File: src/rtl/ram_serial_loader_pkg.sv
// Shared definitions for the serial RAM loader.
//   - loader_state_t : FSM state encoding, also exported on the debug port
//   - ADDR_W / LEN_W : RAM address width (32 KiB) and frame length field width
//   - SYNC_BYTE_DEFAULT : default frame start marker
package ram_serial_loader_pkg;

    localparam int ADDR_W = 15;
    localparam int LEN_W  = 16;
    localparam int DATA_W = 8;

    localparam logic [DATA_W-1:0] SYNC_BYTE_DEFAULT = 8'hA5;

    typedef enum logic [2:0] {
        IDLE  = 3'd0,
        A_HI  = 3'd1,
        A_LO  = 3'd2,
        L_HI  = 3'd3,
        L_LO  = 3'd4,
        DATA  = 3'd5,
        WRITE = 3'd6,
        CSUM  = 3'd7
    } loader_state_t;

endpackage

File: src/rtl/ram_serial_loader_if.sv
// Bus bundle between uart_rx, the loader and the RAM write port.
//   rx_valid/rx_data/rx_ready : byte stream from uart_rx
//   ram_we/ram_addr/ram_data  : RAM write port (sampled by the RAM on negedge)
//   cpu_hold/done/error       : CPU control and load status
//   dbg_state                 : current loader FSM state
//
// Handshake: a byte transfers on a posedge where rx_valid && rx_ready are both
// high. Once rx_valid is raised, rx_valid and rx_data stay stable until that
// transfer happens; rx_ready may drop at any time and does not depend on rx_valid.
interface ram_serial_loader_if;
    import ram_serial_loader_pkg::*;

    logic                rx_valid;
    logic [DATA_W-1:0]   rx_data;
    logic                rx_ready;
    logic                ram_we;
    logic [ADDR_W-1:0]   ram_addr;
    logic [DATA_W-1:0]   ram_data;
    logic                cpu_hold;
    logic                done;
    logic                error;
    loader_state_t       dbg_state;

    // Loader side
    modport master (
        input  rx_valid, rx_data,
        output rx_ready, ram_we, ram_addr, ram_data, cpu_hold, done, error, dbg_state
    );

    // Environment side (uart_rx source, RAM sink, CPU control)
    modport slave (
        output rx_valid, rx_data,
        input  rx_ready, ram_we, ram_addr, ram_data, cpu_hold, done, error, dbg_state
    );

endinterface

File: src/rtl/ram_serial_loader_byte_timeout.sv
// Inter-byte watchdog for the loader.
//   clk, reset_n : clock, asynchronous active-low reset
//   i_clear      : restart the count (a byte was accepted)
//   i_enable     : count while high, hold at zero while low
//   o_expired    : high once TIMEOUT_CYCLES cycles passed without a clear
module byte_timeout #(
    parameter int TIMEOUT_CYCLES = 500000
) (
    input  logic clk,
    input  logic reset_n,
    input  logic i_clear,
    input  logic i_enable,
    output logic o_expired
);

    localparam int                CNT_W = $clog2(TIMEOUT_CYCLES + 1);
    localparam logic [CNT_W-1:0]  LIMIT = CNT_W'(TIMEOUT_CYCLES);

    logic [CNT_W-1:0] r_count;

    always_ff @(posedge clk or negedge reset_n) begin
        if (!reset_n) begin
            r_count <= '0;
        end else if (i_clear || !i_enable) begin
            r_count <= '0;
        end else if (r_count != LIMIT) begin
            // Saturate so o_expired stays up until the FSM reacts.
            r_count <= r_count + CNT_W'(1);
        end
    end

    assign o_expired = (r_count == LIMIT);

endmodule

File: src/rtl/ram_serial_loader.sv
// Serial program loader: parses SYNC, ADDR_HI, ADDR_LO, LEN_HI, LEN_LO,
// LEN data bytes, CSUM from uart_rx and writes the payload into the 32 KiB RAM.
//   clk, reset_n : clock, asynchronous active-low reset
//   bus (master) : byte stream in, RAM write port, cpu_hold/done/error, debug state
module ram_serial_loader
    import ram_serial_loader_pkg::*;
#(
    parameter logic [7:0] SYNC_BYTE      = SYNC_BYTE_DEFAULT,
    parameter int         TIMEOUT_CYCLES = 500000,
    parameter bit         HOLD_AT_RESET  = 1'b1
) (
    input  logic                  clk,
    input  logic                  reset_n,
    ram_serial_loader_if.master   bus
);

    loader_state_t       r_state;
    loader_state_t       w_next_state;
    logic [ADDR_W-1:0]   r_ptr;
    logic [LEN_W-1:0]    r_remaining;
    logic [DATA_W-1:0]   r_csum;
    logic [ADDR_W-1:0]   r_ram_addr;
    logic [DATA_W-1:0]   r_ram_data;
    logic                r_cpu_hold;
    logic                r_done;
    logic                r_error;

    logic                w_rx_ready;
    logic                w_accept;
    logic                w_expired;
    logic                w_timer_enable;
    logic                w_timeout_abort;
    logic                w_len_zero;

    assign w_rx_ready      = (r_state != WRITE);
    assign w_accept        = bus.rx_valid && w_rx_ready;
    assign w_timer_enable  = (r_state != IDLE);
    // A byte arriving on the expiry cycle still counts; the frame is alive.
    assign w_timeout_abort = w_timer_enable && w_expired && !w_accept;
    assign w_len_zero      = ({r_remaining[LEN_W-1:8], bus.rx_data} == '0);

    byte_timeout #(
        .TIMEOUT_CYCLES (TIMEOUT_CYCLES)
    ) u_timeout (
        .clk       (clk),
        .reset_n   (reset_n),
        .i_clear   (w_accept),
        .i_enable  (w_timer_enable),
        .o_expired (w_expired)
    );

    // State register
    always_ff @(posedge clk or negedge reset_n) begin
        if (!reset_n) begin
            r_state <= IDLE;
        end else begin
            r_state <= w_next_state;
        end
    end

    // Next-state logic
    always_comb begin
        w_next_state = r_state;
        case (r_state)
            IDLE:  if (w_accept && bus.rx_data == SYNC_BYTE) w_next_state = A_HI;
            A_HI:  if (w_accept) w_next_state = A_LO;
            A_LO:  if (w_accept) w_next_state = L_HI;
            L_HI:  if (w_accept) w_next_state = L_LO;
            L_LO:  if (w_accept) w_next_state = w_len_zero ? CSUM : DATA;
            DATA:  if (w_accept) w_next_state = WRITE;
            WRITE: w_next_state = (r_remaining == LEN_W'(1)) ? CSUM : DATA;
            CSUM:  if (w_accept) w_next_state = IDLE;
            default: w_next_state = IDLE;
        endcase
        if (w_timeout_abort) begin
            w_next_state = IDLE;
        end
    end

    // Datapath and status registers
    always_ff @(posedge clk or negedge reset_n) begin
        if (!reset_n) begin
            r_ptr       <= '0;
            r_remaining <= '0;
            r_csum      <= '0;
            r_ram_addr  <= '0;
            r_ram_data  <= '0;
            r_cpu_hold  <= HOLD_AT_RESET;
            r_done      <= 1'b0;
            r_error     <= 1'b0;
        end else begin
            r_done <= 1'b0;
            if (w_timeout_abort) begin
                r_error <= 1'b1;
            end
            case (r_state)
                IDLE: begin
                    if (w_accept && bus.rx_data == SYNC_BYTE) begin
                        r_error    <= 1'b0;
                        r_csum     <= '0;
                        r_cpu_hold <= 1'b1;
                    end
                end
                // Bit 7 of ADDR_HI is dropped: the RAM is only 32 KiB.
                A_HI: if (w_accept) r_ptr[ADDR_W-1:8] <= bus.rx_data[6:0];
                A_LO: if (w_accept) r_ptr[7:0] <= bus.rx_data;
                L_HI: if (w_accept) r_remaining[LEN_W-1:8] <= bus.rx_data;
                L_LO: if (w_accept) r_remaining[7:0] <= bus.rx_data;
                DATA: begin
                    if (w_accept) begin
                        r_ram_addr <= r_ptr;
                        r_ram_data <= bus.rx_data;
                        r_csum     <= r_csum + bus.rx_data;
                    end
                end
                WRITE: begin
                    // 15-bit pointer wraps 7FFF -> 0000 on its own.
                    r_ptr       <= r_ptr + ADDR_W'(1);
                    r_remaining <= r_remaining - LEN_W'(1);
                end
                CSUM: begin
                    if (w_accept) begin
                        if (bus.rx_data == r_csum) begin
                            r_done     <= 1'b1;
                            r_cpu_hold <= 1'b0;
                        end else begin
                            r_error <= 1'b1;
                        end
                    end
                end
                default: ;
            endcase
        end
    end

    assign bus.rx_ready  = w_rx_ready;
    // Write strobe decoded from the state register so a reset kills it at once.
    assign bus.ram_we    = (r_state == WRITE);
    assign bus.ram_addr  = r_ram_addr;
    assign bus.ram_data  = r_ram_data;
    assign bus.cpu_hold  = r_cpu_hold;
    assign bus.done      = r_done;
    assign bus.error     = r_error;
    assign bus.dbg_state = r_state;

endmodule

File: src/flat_wrapper.sv
// flat-port wrapper written by rule: the top's interface ports become plain ports
module ram_serial_loader_flat import ram_serial_loader_pkg::*;
#(
    parameter logic [7:0] SYNC_BYTE      = SYNC_BYTE_DEFAULT,
    parameter int         TIMEOUT_CYCLES = 500000,
    parameter bit         HOLD_AT_RESET  = 1'b1
)
  (clk, reset_n, bus_rx_valid, bus_rx_data, bus_rx_ready, bus_ram_we, bus_ram_addr, bus_ram_data, bus_cpu_hold, bus_done, bus_error, bus_dbg_state);
  ram_serial_loader_if bus_i ();
  input  logic clk;
  input  logic reset_n;
  input wire logic [$bits(bus_i.rx_valid)-1:0] bus_rx_valid;
  input wire logic [$bits(bus_i.rx_data)-1:0] bus_rx_data;
  output wire logic [$bits(bus_i.rx_ready)-1:0] bus_rx_ready;
  output wire logic [$bits(bus_i.ram_we)-1:0] bus_ram_we;
  output wire logic [$bits(bus_i.ram_addr)-1:0] bus_ram_addr;
  output wire logic [$bits(bus_i.ram_data)-1:0] bus_ram_data;
  output wire logic [$bits(bus_i.cpu_hold)-1:0] bus_cpu_hold;
  output wire logic [$bits(bus_i.done)-1:0] bus_done;
  output wire logic [$bits(bus_i.error)-1:0] bus_error;
  output wire logic [$bits(bus_i.dbg_state)-1:0] bus_dbg_state;
  assign bus_i.rx_valid = bus_rx_valid;
  assign bus_i.rx_data = bus_rx_data;
  assign bus_rx_ready = bus_i.rx_ready;
  assign bus_ram_we = bus_i.ram_we;
  assign bus_ram_addr = bus_i.ram_addr;
  assign bus_ram_data = bus_i.ram_data;
  assign bus_cpu_hold = bus_i.cpu_hold;
  assign bus_done = bus_i.done;
  assign bus_error = bus_i.error;
  assign bus_dbg_state = bus_i.dbg_state;
  ram_serial_loader #(.SYNC_BYTE(SYNC_BYTE), .TIMEOUT_CYCLES(TIMEOUT_CYCLES), .HOLD_AT_RESET(HOLD_AT_RESET)) u_core (.clk(clk), .reset_n(reset_n), .bus(bus_i));
endmodule
File: config.mk
export PLATFORM = sky130hd
export DESIGN_NAME = ram_serial_loader_flat
export DESIGN_NICKNAME = d
export VERILOG_FILES = /design/src/rtl/ram_serial_loader_pkg.sv /design/src/rtl/ram_serial_loader_if.sv /design/src/rtl/ram_serial_loader_byte_timeout.sv /design/src/rtl/ram_serial_loader.sv /design/src/flat_wrapper.sv
export SDC_FILE = /design/constraint.sdc
export NUM_CORES = 1
export LEC_CHECK = 0
export ABC_AREA = 1
export BUFFER_PORTS_ARGS = -buffer_cell sky130_fd_sc_hd__buf_2
export CORE_ASPECT_RATIO = 1.75
export CORE_MARGIN = 10
export CORE_UTILIZATION = 40
export DETAILED_ROUTE_END_ITERATION = 8
export PLACE_DENSITY_LB_ADDON = 0.15
export SLEW_MARGIN = 20
export SYNTH_ARGS = -nofsm -noshare
export SYNTH_HDL_FRONTEND = slang
export SYNTH_HIERARCHICAL = 1
export SYNTH_SLANG_ARGS = --single-unit
File: constraint.sdc
create_clock -name clk -period 3.91 [get_ports clk]
set_input_delay 0.391 -clock clk [delete_from_list [all_inputs] [get_ports clk]]
set_output_delay 0.391 -clock clk [all_outputs]
set_load 0.05 [all_outputs]
==> out/results.tsv, run 1 <==
metric	value	unit
min cycle time layout	2140	ps
unrepaired setup endpoints after global routing	false	
placed cells	912	
clk_skew	11.4	ps
DRT Pass-1 Iters	7	
Hold Crit Class	in2async	
worst hold margin	152	ps
Synth area leader	dfrtp_1	
status	finished, final reports clean	
Core Rows	55	
leak pwr	2.90	nW
layout cells sized above 1	0.144	
total core area	12900	um^2
Final nets	776	
I/O Pins	42	
Detailed Place HPWL	10800	um
ANT nets after route	0	
WL per Instance	15.4	um
Resized cells post-CTS	0	
register area share after synthesis	0.413	
GPL Wtd Cong	0.872	
maxcap violations	0	
Routed WL	14300	um
worst-margin pin slew	829	ps
area grow syn2layout	11.4	%
syn avg cell area	7.42	um^2
Mapped Area	5280	um^2
H-tree depth	3	
Worst Setup Path Type	reg2reg	
global route overflow	0	
clk slew on worst S/H paths	70	ps
top post-synthesis cells by area	dfrtp_1 (41%), nand2_1 (13%), nand3_1 (6.4%), inv_1 (6.0%), nor2_1 (5.6%)	
post-synth cell types	40	
Non-Filler Instances	928	
cts hold-fix bufs	0	
Design Area, Final	5880	um^2
area share of the largest cell type after synthesis	0.408	
dpl cell area	5600	um^2
peak supply drop	0.263	mV
R2R setup slack	1770	ps
synthesized flop and latch total	87	
Worst Reg2Reg Path Length in Cells	9	
CTS tree	yes	
Final Hold Fails	0	
clk_lat worst skew	340	ps
1st-iter DRT viols	250	
Cell Pwr Density	678	nW/um^2
arrival time worst endpoint	2360	ps
CP required	4130	ps
first-pass GRT wire length	23200	um
Ant. Diodes	0	
Root Buffer	clkbuf_16	
GRT Resource Usage Total	0.158	
Relative slew margins	0.447	
syn_nets	735	
setup_tns	0	ps
r2r startpoint	u_core/bus.dbg_state[2]	
Yosys warnings	6	
startpoint types	flop	
Crit. End Element	flop	
CTS Buf Count	9	
Initial Util	0.408	
worst-path fanout max	29	
Final Setup Violations	0	
Setup Buffers After CTS	0	
die height	172	um
power consumption	3.98	mW
# DRC	0	
Synth Instances	711	
pin count of the biggest net entering global routing	65	
RR Endpoint	u_core/bus.dbg_state[1]	
vias	4813	
initial antenna violation count	0	
die width	107	um
fin. max-slew vios	0	
Via density	5.19	
Die ar.	18400	um^2
I/O Buffers	41	
Max Freq	467	MHz
clk buf depth	2	
clock sinks	87	
final period utilization	0.547	
number of global-route vias before repair	4870	
==> cells in the mapped netlist <==
master,number
a21oi_1,25
a22oi_1,1
a31oi_1,1
a32oi_1,2
and2_1,3
buf_2,4
buf_4,3
buf_6,7
clkbuf_1,1
clkinv_1,2
dfrtp_1,86
dfstp_2,1
fa_1,1
ha_1,12
inv_1,84
inv_2,10
nand2_1,182
nand2_2,7
nand2_8,1
nand3_1,67
nand3_2,3
nand3b_1,3
nand4_1,11
nor2_1,79
nor2_2,9
nor2_4,2
nor3_1,8
nor3_2,1
o2111ai_1,1
o211ai_1,8
o21a_1,1
o21ai_0,21
o21ai_1,18
o21ai_2,12
o21bai_1,6
o221ai_1,7
o22ai_1,10
or2_2,2
xnor2_1,1
xor2_1,8
==> stage by stage <==
step,setup slack (ps),utilization
after floorplan,2100,-
after global placement,1910,0.433
after detailed placement,1820,0.433
after CTS,1790,0.454
after global routing,1610,0.454
final,1770,0.454
==> kinds of logic after synthesis <==
kind of cell    count (synthesis)  synth area share
fa+ha+maj                      13            0.0323
flops                          87             0.413
compound gates                113             0.133
simple gates                  378             0.315
buf+inv                       111            0.0920
xor+xnor                        9            0.0149
==> critical path, cell delays in order, from the launching register on <==
cell     delay, ps
dfrtp_1        450
nand2_1        110
nor2_2          50
buf_4          240
nor2_1         240
nand3_1        450
nand2_1        270
inv_1           90
nand2_1         60
nand2_1         50
==> per-layer routing <==
metal,wire length (um),track usage,vias up
met2,7920,0.302,103
met5,0,0,-
met4,419,0.0727,0
met1,5430,0.156,2287
met3,538,0.0347,26
li1,-,-,2397
==> how the worst max path moves through the flow <==
stage                     cells after the start                           to  slack [ps]                    start
after floorplan                               9  u_core/u_timeout/r_count[4]        2100  u_core/bus.dbg_state[1]
after global placement                        9      u_core/bus.dbg_state[1]        1910  u_core/bus.dbg_state[1]
after detailed placement                      9      u_core/bus.dbg_state[1]        1820  u_core/bus.dbg_state[2]
after CTS                                     4                   bus_ram_we        1790  u_core/bus.dbg_state[2]
after global routing                          8      u_core/bus.dbg_state[2]        1610  u_core/bus.dbg_state[2]
final                                         9      u_core/bus.dbg_state[1]        1770  u_core/bus.dbg_state[2]
==> layout by cell type (no fill, tap or decap), types with 2 or more instances in the layout <==
master / n
o211ai_1: 8
o21ai_1: 18
clkbuf_16: 9
clkinvlp_4: 3
o21ai_2: 12
nor2_4: 2
buf_2: 40
inv_2: 10
inv_1: 84
nand3b_1: 3
and2_1: 3
buf_4: 5
o21ai_0: 21
nor2_1: 79
nand3_2: 3
a32oi_1: 2
inv_6: 2
o22ai_1: 10
nand3_1: 67
nand2_1: 181
a21oi_1: 25
xor2_1: 8
o221ai_1: 7
dfrtp_1: 86
nand2_2: 8
nor2_2: 9
o21bai_1: 6
clkinv_1: 2
or2_2: 2
nor3_1: 8
ha_1: 12
nand4_1: 11
==> registers in the layout (all words and copies together) (netlist names) <==
signal	cells
u_core/r_remaining	16
u_core/bus.error	1
u_core/bus.dbg_state	3
u_core/r_csum	8
u_core/bus.done	1
u_core/bus.cpu_hold	1
u_core/bus.ram_addr	15
u_core/bus.ram_data	8
u_core/u_timeout/r_count	19
u_core/r_ptr	15
==> final cells by class <==
class | count | area, um^2
well taps | 171 | 214
inverters | 96 | 360
multi-input cells | 513 | 2610
flip-flops and latches | 87 | 2180
repair buffers | 45 | 238
clock buffers | 10 | 229
clock inverters | 6 | 45.0
fillers | 1370 | 7060
==> power by group <==
part           internal (mW)  switching [mW]  total [mW]  leakage [nW]
registers               1.20           0.263        1.46          1.13
clock network          0.434           0.371       0.805         0.126
logic                  0.527            1.19        1.72          1.65
(Power assumes the default switching activity.)
==> inputs of run 2 (changes only) <==
==> constraint.sdc (replaced) <==
create_clock -name clk -period 2.2 [get_ports clk]
set_input_delay 0.22 -clock clk [delete_from_list [all_inputs] [get_ports clk]]
set_output_delay 0.22 -clock clk [all_outputs]
set_load 0.05 [all_outputs]
==> out/results.tsv, run 2 (same netlist as run 1, synthesis figures left out) <==
metric	value	unit	change
RR Endpoint	u_core/bus.dbg_state[1]		
die height	172	um	unchanged
Root Buffer	clkbuf_16		
Via density	5.16		-0.44%
filler cell count	1350		-1.5%
number of global-route vias before repair	4831		-0.80%
pin count of the biggest net entering global routing	43		-34%
startpoint types	flop		
Die ar.	18400	um^2	unchanged
top flop regs	u_core/u_timeout/r_count: 19 flops, u_core/r_remaining: 16 flops		
Initial Util	0.408		unchanged
Reg area	2180	um^2	unchanged
Final Setup Violations	0		unchanged
layout cells sized above 1	0.151		+0.00673
Critical Path End	bus_ram_we		
dpl cell area	5670	um^2	+1.1%
unrepaired setup endpoints after global routing	false		
area grow syn2layout	13.0	%	
global route overflow	0		unchanged
Core Util, Final	0.461		+0.00619
Setup Buffers After CTS	0		unchanged
worst hold margin	199	ps	+46.2 ps
peak supply drop	0.402	mV	+53%
worst-margin pin slew	457	ps	-372 ps
vias	4823		+0.21%
clk_skew	7.14	ps	-4.29 ps
Design Area, Final	5960	um^2	+1.4%
Hold Crit Class	in2reg		
power consumption	7.13	mW	+79%
clk slew on worst S/H paths	70	ps	about the same
GPL Wtd Cong	0.887		+1.7%
Cell Pwr Density	1200	nW/um^2	+77%
ANT nets after route	0		unchanged
Non-Filler Instances	934		+0.65%
PnR worst setup slack	243	ps	-1530 ps
CP required	1980	ps	-2150 ps
r2r startpoint	u_core/u_timeout/r_count[0]		
Worst Setup Path Type	reg2out		
dpl ws	429	ps	-1390 ps
die width	107	um	unchanged
clk_lat worst skew	340	ps	about the same
Final nets	782		+0.77%
CTS Buf Count	9		unchanged
max FFs per register	19		unchanged
worst hold start	bus_rx_data[2]		
setup_tns	0	ps	unchanged
# DRC	0		unchanged
Routed WL	14200	um	-1.1%
initial antenna violation count	0		unchanged
most frequent cells in the layout	nand2_1 (181), dfrtp_1 (86), inv_1 (84)		
I/O Pins	42		unchanged
status	finished, final reports clean		
most common cell after layout, fill and taps aside	nand2_1		
fin. max-slew vios	0		unchanged
I/O Buffers	41		unchanged
Worst Reg2Reg Path Length in Cells	13		+4
area of the multi-input gates	2610	um^2	unchanged
DRT Pass-1 Iters	5		-2
leak pwr	2.95	nW	+1.6%
Core Rows	55		unchanged
worst-path fanout max	28		-3.4%
WL per Instance	15.2	um	-1.7%
total core area	12900	um^2	unchanged
maxcap violations	0		unchanged
H-tree depth	3		unchanged
final period utilization	0.889		
Final Hold Fails	0		unchanged
min cycle time layout	1960	ps	
Max Freq	511	MHz	
GRT Resource Usage Total	0.159		+0.00101
Relative slew margins	0.695		+0.248
clock sinks	87		unchanged
arrival time worst endpoint	1740	ps	-620 ps
Detailed Place HPWL	11000	um	+1.4%
critical path launch point	u_core/bus.dbg_state[1]		
CTS tree	yes		
Crit. End Element	primary output		
first-pass GRT wire length	23600	um	+1.6%
hold depth	3		
placed cells	917		+0.55%
R2R setup slack	440	ps	-1330 ps
Biggest register	u_core/u_timeout/r_count		
clk buf depth	2		unchanged
Ant. Diodes	0		unchanged
1st-iter DRT viols	171		-32%
[run 2: where the power goes]
part	internal, mW	total [mW]	switching [mW]
Clock	0.800	1.46	0.659
Combinational	0.961	3.09	2.13
Sequential	2.13	2.58	0.451
Total	3.89	7.13	3.24
[run 2: area by class of cell]
class	instances	area share
clock buffer	10	0.0401
clock inverter	6	0.00714
inverter	96	0.0605
multi-input combinational	513	0.439
sequential	87	0.366
tap	171	0.0359
timing repair buffer	51	0.0521
[run 2: how the worst min path moves through the flow]
stage / slack, ps / endpoint
after floorplan: -80 / u_core/bus.dbg_state[0]
after CTS: 190 / u_core/bus.ram_data[2]
final: 200 / u_core/bus.ram_data[2]
after detailed placement: 210 / u_core/bus.ram_addr[12]
after global placement: 210 / u_core/bus.ram_addr[12]
after global routing: 200 / u_core/bus.ram_data[2]
[run 2: worst max-delay path, cell delays in order (launching register included)]
cell and delay (ps):
dfrtp_1 470, nand2_1 100, nor2_2 150, buf_4 340, buf_2 330
[run 2: metal layers]
layer,global-route usage,wire [um],share of wire
met2,0.291,7560,0.53
met1,0.166,5400,0.38
met3,0.0306,568,0.040
met5,0,0,0
met4,0.0852,625,0.044
[run 2: repair_timing]
action                                 4_1_cts  5_1_grt
gates resized for setup                      0        0
endpoints found under the hold margin       31        0
hold buffers                                 1        0
